===== src/rtl/fwd_hazard_unit.sv =====
// Operand forwarding selects, load-use / multiplier hazard detection and a
// saturating stall counter for a five-stage pipeline with a multi-cycle multiplier.
module fwd_hazard_unit #(
  parameter int ADDR_W  = 5,
  parameter int NSRC    = 2,
  parameter int MUL_LAT = 4,
  parameter int CNT_W   = 16
) (
  input  logic                   clk,
  input  logic                   reset,
  input  logic                   id_valid,
  input  logic [NSRC*ADDR_W-1:0] id_src,
  input  logic [NSRC-1:0]        id_src_used,
  input  logic [ADDR_W-1:0]      id_rd,
  input  logic                   id_regWrite,
  input  logic                   id_is_mul,
  input  logic [ADDR_W-1:0]      rd_IDEX,
  input  logic                   memRead_IDEX,
  input  logic [NSRC*ADDR_W-1:0] ex_src,
  input  logic [ADDR_W-1:0]      rd_EXMEM,
  input  logic                   regWrite_EXMEM,
  input  logic [ADDR_W-1:0]      rd_MEMWB,
  input  logic                   regWrite_MEMWB,
  input  logic                   flush,
  output logic [2*NSRC-1:0]      forward,
  output logic                   stall,
  output logic                   mul_busy,
  output logic                   mul_done,
  output logic [ADDR_W-1:0]      mul_rd,
  output logic [CNT_W-1:0]       stall_count
);

  localparam int CNT_BITS = $clog2(MUL_LAT);

  typedef enum logic {IDLE, BUSY} mulState_t;

  mulState_t           state, stateNext;
  logic [CNT_BITS-1:0] cnt, cntNext;
  logic [ADDR_W-1:0]   mulRdNext;
  logic                cntZero;
  logic                loadUse, rawHaz, wawHaz, structHaz, mulAccept;

  // NOTE: every signal assigned in an always_comb gets a default first, so no
  // path through the block can leave it unassigned and infer a latch.
  always_comb begin
    forward = '0;
    for (int i = 0; i < NSRC; i++) begin
      if (regWrite_EXMEM && rd_EXMEM != '0 && rd_EXMEM == ex_src[i*ADDR_W +: ADDR_W])
        forward[2*i +: 2] = 2'b10;
      else if (regWrite_MEMWB && rd_MEMWB != '0 && rd_MEMWB == ex_src[i*ADDR_W +: ADDR_W])
        forward[2*i +: 2] = 2'b01;
    end
  end

  always_comb begin
    loadUse = 1'b0;
    rawHaz  = 1'b0;
    for (int i = 0; i < NSRC; i++) begin
      if (id_src_used[i]) begin
        if (memRead_IDEX && rd_IDEX != '0 && id_src[i*ADDR_W +: ADDR_W] == rd_IDEX)
          loadUse = 1'b1;
        if (mul_busy && mul_rd != '0 && id_src[i*ADDR_W +: ADDR_W] == mul_rd)
          rawHaz = 1'b1;
      end
    end
  end

  // The result lands at the end of the mul_done cycle, so a reader still waits
  // through that cycle, while a new multiply may issue into it (cnt == 0).
  assign cntZero   = (cnt == '0);
  assign wawHaz    = mul_busy && id_regWrite && id_rd != '0 && id_rd == mul_rd;
  assign structHaz = mul_busy && id_is_mul && !cntZero;
  assign stall     = id_valid && !flush && (loadUse || rawHaz || wawHaz || structHaz);
  assign mulAccept = id_valid && id_is_mul && !stall && !flush;

  // NOTE: sequential state uses non-blocking assignments so every register
  // samples pre-edge values regardless of statement order.
  always_ff @(posedge clk or posedge reset) begin
    if (reset) begin
      state  <= IDLE;
      cnt    <= '0;
      mul_rd <= '0;
    end else begin
      state  <= stateNext;
      cnt    <= cntNext;
      mul_rd <= mulRdNext;
    end
  end

  always_comb begin
    stateNext = state;
    cntNext   = cnt;
    mulRdNext = mul_rd;
    case (state)
      IDLE: begin
        if (mulAccept) begin
          stateNext = BUSY;
          cntNext   = CNT_BITS'(MUL_LAT - 1);
          mulRdNext = id_rd;
        end
      end
      BUSY: begin
        if (!cntZero) begin
          cntNext = cnt - 1'b1;
        end else if (mulAccept) begin
          cntNext   = CNT_BITS'(MUL_LAT - 1);
          mulRdNext = id_rd;
        end else begin
          stateNext = IDLE;
        end
      end
      default: stateNext = IDLE;
    endcase
  end

  always_comb begin
    mul_busy = (state == BUSY);
    mul_done = (state == BUSY) && cntZero;
  end

  always_ff @(posedge clk or posedge reset) begin
    if (reset)
      stall_count <= '0;
    else if (stall && stall_count != '1)
      stall_count <= stall_count + 1'b1;
  end

endmodule

===== config.mk =====
export PLATFORM = sky130hd
export DESIGN_NAME = fwd_hazard_unit
export DESIGN_NICKNAME = d
export VERILOG_FILES = /design/src/rtl/fwd_hazard_unit.sv
export SDC_FILE = /design/constraint.sdc
export NUM_CORES = 1
export LEC_CHECK = 0
export BUFFER_PORTS_ARGS = -buffer_cell sky130_fd_sc_hd__buf_2
export CORE_AREA = 2 2 69 71
export CTS_BUF_LIST = sky130_fd_sc_hd__clkbuf_8
export DETAILED_ROUTE_END_ITERATION = 7
export DIE_AREA = 0 0 71 73
export PLACE_DENSITY_LB_ADDON = 0.15
export SETUP_SLACK_MARGIN = 0.1
export SLEW_MARGIN = 20
export SYNTH_ARGS = -nofsm -noshare
export SYNTH_HDL_FRONTEND = slang
export SYNTH_SLANG_ARGS = --single-unit

===== constraint.sdc =====
create_clock -name clk -period 5.9 [get_ports clk]
set_input_delay 0 -clock clk [delete_from_list [all_inputs] [get_ports clk]]
set_output_delay 0 -clock clk [all_outputs]
set_load 0.05 [all_outputs]

=== Yosys cells after proc, flatten, opt, wreduce, memory -nomap -nowiden ===
Cells that the tools add are included.

* Add/sub/neg operators: 2
* Reduce and logical (&&, ||, !) cells: 36
* Equality and inequality tests: 11
* Multiplexer cells: 21
* Bitwise gates (word level): 1

{| class="wikitable"
|+ Operators with widths
! operator !! count
|-
| $eq A5 B5 Y1 || 9
|-
| $reduce_bool A5 Y1 || 5
|-
| $logic_and A1 B1 Y1 || 24
|-
| $add A16 B1 Y16 const B || 1
|-
| $ne A16 B16 Y1 const B || 1
|-
| $mux W1 || 12
|-
| $mux W5 || 2
|-
| $pmux W5 S2 || 1
|-
| $mux W2 || 4
|-
| $pmux W2 S2 || 1
|-
| $logic_not A1 Y1 || 3
|-
| $logic_or A1 B1 Y1 || 3
|-
| $logic_not A2 Y1 || 1
|-
| $ne A2 B1 Y1 const B || 1
|-
| $pmux W1 S2 || 1
|-
| $sub A2 B1 Y2 const B || 1
|-
| $not A1 Y1 || 1
|}

* Word-level logic and storage cells: 75
* Output and inout bits: 28
* Bits in registers: 24
* Input port bits: 51

=== Logic depth before layout (Yosys ltp) ===
* Depth after elaboration: 17
* Gate-level depth with buffers: 8
* Gate-level depth less buffers: 7

=== Least setup slack after synthesis ===
No wires, ideal clock.

* Path type: input-to-output
* From: input port rd_EXMEM[1]
* To: output port forward[0]
* Data required time: 5.900 ns
* Path buffers: 0
* Slack: 3.323 ns
* Data arrival time: 2.577 ns
* Stages on the path: 4
* Cells stage by stage: or4_1 -> o21ai_0 -> nor4_1 -> nor4_1

* Word-level cells in the longest chain between the ends: 4
* Elaborated cells on any way between the ends: 5
* Classes of those cells: eq/ne: 1; mux: 1; reduce/logical: 3

{| class="wikitable"
|+ Ends and longest elaborated chain
! what !! RTL line !! source
|-
| from (decl) || 20 || <nowiki>input logic [ADDR_W-1:0] rd_EXMEM,</nowiki>
|-
| $reduce_bool A5 Y1 || 48 || <nowiki>if (regWrite_EXMEM && rd_EXMEM != '0 && rd_EXMEM == ex_src[i*ADDR_W +: ADDR_W])</nowiki>
|-
| $logic_and A1 B1 Y1 || 48 ||
|-
| $logic_and A1 B1 Y1 * || 48 ||
|-
| $mux W2 * || 48 ||
|-
| to (decl) || 25 || <nowiki>output logic [2*NSRC-1:0] forward,</nowiki>
|}

Every way passes the cells marked *; elsewhere a longest branch is shown, timed or not.

=== Worst setup path in the final report ===
* From: register mul_rd[4]
* To: output port stall

* Word-level cells in the longest chain between the ends: 11
* Elaborated cells on any way between the ends: 16
* Classes of those cells: eq/ne: 3; mux: 4; reduce/logical: 9

{| class="wikitable"
|+ Ends and longest elaborated chain
! what !! RTL line !! source
|-
| from (decl) || 29 || <nowiki>output logic [ADDR_W-1:0] mul_rd,</nowiki>
|-
| from (signal assigned) || 86 || <nowiki>mul_rd <= mulRdNext;</nowiki>
|-
| $reduce_bool A5 Y1 || 62 || <nowiki>if (mul_busy && mul_rd != '0 && id_src[i*ADDR_W +: ADDR_W] == mul_rd)</nowiki>
|-
| $logic_and A1 B1 Y1 (2 in series) || 62 ||
|-
| $mux W1 || 62 ||
|-
| $mux W1 || 59 || <nowiki>if (id_src_used[i]) begin</nowiki>
|-
| $mux W1 || 62 ||
|-
| $mux W1 || 59 ||
|-
| $logic_or A1 B1 Y1 || 73 || <nowiki>assign stall = id_valid && !flush && (loadUse || rawHaz || wawHaz || structHaz);</nowiki>
|-
| $logic_or A1 B1 Y1 * (2 in series) || 73 ||
|-
| $logic_and A1 B1 Y1 * || 73 ||
|-
| to (decl) || 26 || <nowiki>output logic stall,</nowiki>
|}

Marks and branches as above.

==> run summary <==
Power per Cell Area = 297.1 mW/mm²
Sequential Power Share = 0.380
Die height = 73 µm
Top-Level Pins = 79
Antenna-violating nets left = 0
H-tree depth = 1
Routed WL = 3988 µm
Clk sinks = 24
Util after Layout = 0.4963
CP arrival = 2.53 ns
Layout cells sized above 1 = 0.3527
Final Skew = 0.002142 ns
Worst Hold Class = primary input to register
DRC viols = 0
Core area = 0.004536 mm²
Critical path cell sequence = xnor2_1 -> nand4_1 -> o22ai_1 -> o211ai_2 -> a31oi_2 -> buf_2
Die width = 71 µm
# port buffers = 78
Setup crit start kind = register
Fmax = 395.6 MHz
WL met3 = 244 µm
Post-CTS setup buffer count = 0
Fillers = 425
CP Capture Type = output port
Final worst path period need = 2.528 ns
Cell variety after synth = 32
Pins over their slew limit = 0
Vias in the first global route = 1473
CTS Buf Count = 3
Period utilisation layout = 0.4285
Internal power = 0.0003730 W
Total Nets Final = 311
Reg clk slew, reported paths = 0.08 ns
Initial antenna violation count = 0
Crit. Startpoint = mul_rd[4]$_DFFE_PP0P_
Hold Violations, Final = 0
Uppermost routed layer = met4
Worst skew pair latency = 0.27 ns
Async SR Flop Fraction = 1.000
Hold_buf cts = 3
Ys flop type = dfrtp_1
Core Rows = 25
CP top delay family = compound AO/OA/AOI/OAI gates
Post-cts repair resize count = 0
Global-route usage over all layers = 0.1574
Max stage delay cell, worst path = a31oi_2
Initial Utilization = 0.3796
Setup_tns = 0 ns
Combinational fraction of design power = 0.452
Clk pwr share = 0.168
Largest net degree at the start of global routing = 25
Min-delay src = id_rd[0]
First DRT Iteration DRCs = 76
EDFF count, synth = 0
Reg2reg start = mul_rd[4]$_DFFE_PP0P_
Final HPWL DP = 3214 µm
Net Sw Power = 0.0002959 W
DP Cell Count = 304
Clk buf depth = 2
Placed inst area = 0.002156 mm²
Router iterations before antenna repair = 4
Worst vdd ir = 0.2853 mV
Yosys warns = 0
Vias per inst = 4.946
Avg WL per Cell = 12.78 µm
Worst Path Buf+Inv = 1
Metal2 WL = 1773 µm
CTS tree = done
M1 WL = 1950 µm
Sw Ratio = 0.4424
First-pass GRT wire length = 6637 µm
Post-Synthesis Cells = 176
Vias = 1543
RePlAce Congestion = 0.8927
Max Fanout on Critical Path = 17
Setup violators final = 0
Slew HR = 0.3744
Sequential area share after synthesis = 0.3488
Die Area = 0.005183 mm²
Worst Path Required = 5.90 ns
Root Driver = clkbuf_8
Maxcap violations = 0
Post-synthesis net count = 228
Antenna Cells = 0
Syn_area_per_cell = 9.782 µm²
Critical path class = register to output port
Slowest stage delay, CP = 0.72 ns
Status = completed
Layout area overhead = 30.74%
Lkg Pwr = 1.072 nW
Grt total ovfl = 0
Netlist Area Pre-Place = 0.001722 mm²
Design Area, Final = 0.002251 mm²
Register bit total from synthesis = 24
Fin cells = 312
Worst-margin pin slew = 0.9374 ns
RSZ-0062 raised after global routing = no
cell usage after synthesis (all sizes together), types with 2 or more instances:
library cell	instances	share of area
nor4	6	0.022
nand2	8	0.017
xor2	17	0.086
buf	2	0.0094
inv	3	0.0065
xnor2	41	0.21
or3	2	0.0073
a31oi	2	0.011
o211ai	2	0.015
clkbuf	2	0.0044
o22ai	2	0.0073
nor2	5	0.011
nand3	16	0.047
and3	8	0.029
dfrtp	24	0.35
o21ai	4	0.012
mux2	6	0.050
a21oi	2	0.0058
nand2b	2	0.0073
nand4	8	0.029
or4	6	0.026
per-stage QoR:
stage | hold WS (ns) | setup WS [ns] | total power, W
3_3_place_gp | 0.2465 | 3.547 | 0.0005585
2_1_floorplan | 0.01462 | 3.323 | 0.0004754
4_1_cts | 0.002171 | 3.404 | 0.0006758
3_5_place_dp | 0.2528 | 3.448 | 0.0005594
5_1_grt | 0.002582 | 3.194 | 0.0007063
6_report | 0.007728 | 3.372 | 0.0006689
area by class of cell:
| type | instances | area (µm²) | area share |
|---|---|---|---|
| Multi-Input combinational cell | 145 | 1086 | 0.4825 |
| Sequential cell | 24 | 600.6 | 0.2668 |
| Timing Repair Buffer | 82 | 430.4 | 0.1912 |
| Tap cell | 54 | 67.56 | 0.03002 |
| Clock buffer | 4 | 55.05 | 0.02446 |
| Inverter | 3 | 11.26 | 0.005003 |
worst reg2reg max path: stages (launching register included):
cell and delay (ns):
dfrtp_1 0.51, xnor2_1 0.16, nand4_1 0.11, o22ai_1 0.23, o211ai_2 0.14, a31oi_2 0.72
nand2_1 0.21, mux2_2 0.31
path summary, 6_finish.rpt:
path	cells after the start	end	slack (ns)
worst max-delay path	6	stall	3.37
worst min-delay path	2	mul_rd[0]$_DFFE_PP0P_	0.008
worst max register to register	7	stall_count[1]$_DFFE_PP0P_	3.41
worst min register to register	1	stall_count[13]$_DFFE_PP0P_	0.49
max in group asynchronous	3	stall_count[5]$_DFFE_PP0P_	4.86
min in group asynchronous	3	cnt[1]$_DFF_PP0_	0.47
placed cells by master (no fill, tap or decap), drive strengths merged, types with 3 or more instances in the layout:
| cell | instances |
|---|---|
| nand3 | 16 |
| and3 | 8 |
| dfrtp | 24 |
| nand2 | 8 |
| nand4 | 8 |
| clkbuf | 4 |
| nor4 | 6 |
| nor2 | 5 |
| xnor2 | 41 |
| xor2 | 17 |
| buf | 78 |
| o21ai | 4 |
| mux2 | 6 |
| dlygate4sd3 | 4 |
| or4 | 6 |
| inv | 3 |
cells by family after synthesis:
family / Yosys count / synth area share
buffers and inverters: 7 / 0.02035
muxes: 6 / 0.05014
AOI/OAI and AO/OA: 15 / 0.06468
and+or+nand+nor: 65 / 0.2137
DFF: 24 / 0.3488
xor gates and xnor gates: 58 / 0.2951
adders and majority gates: 1 / 0.007266
flip-flops by register name (all words and copies together), names as in the netlist:
register,cells
cnt,2
mul_busy,1
mul_rd,5
stall_count,16
power by group through the flow:
stage,clock network (W),logic (W),registers (W)
floorplan,0,0.000132,0.000343
global placement,0,0.000301,0.000258
detailed placement,0,0.000301,0.000258
CTS,0.000117,0.000304,0.000254
global route,0.000121,0.000323,0.000262
finish,0.000113,0.000302,0.000254
per-layer routing:
layer	vias up	track usage
li1	796	-
met1	700	0.2149
met2	44	0.2534
met3	3	0.04006
met4	0	0.03354
met5	-	0
No activity file was read; power rests on OpenSTA's default activity.
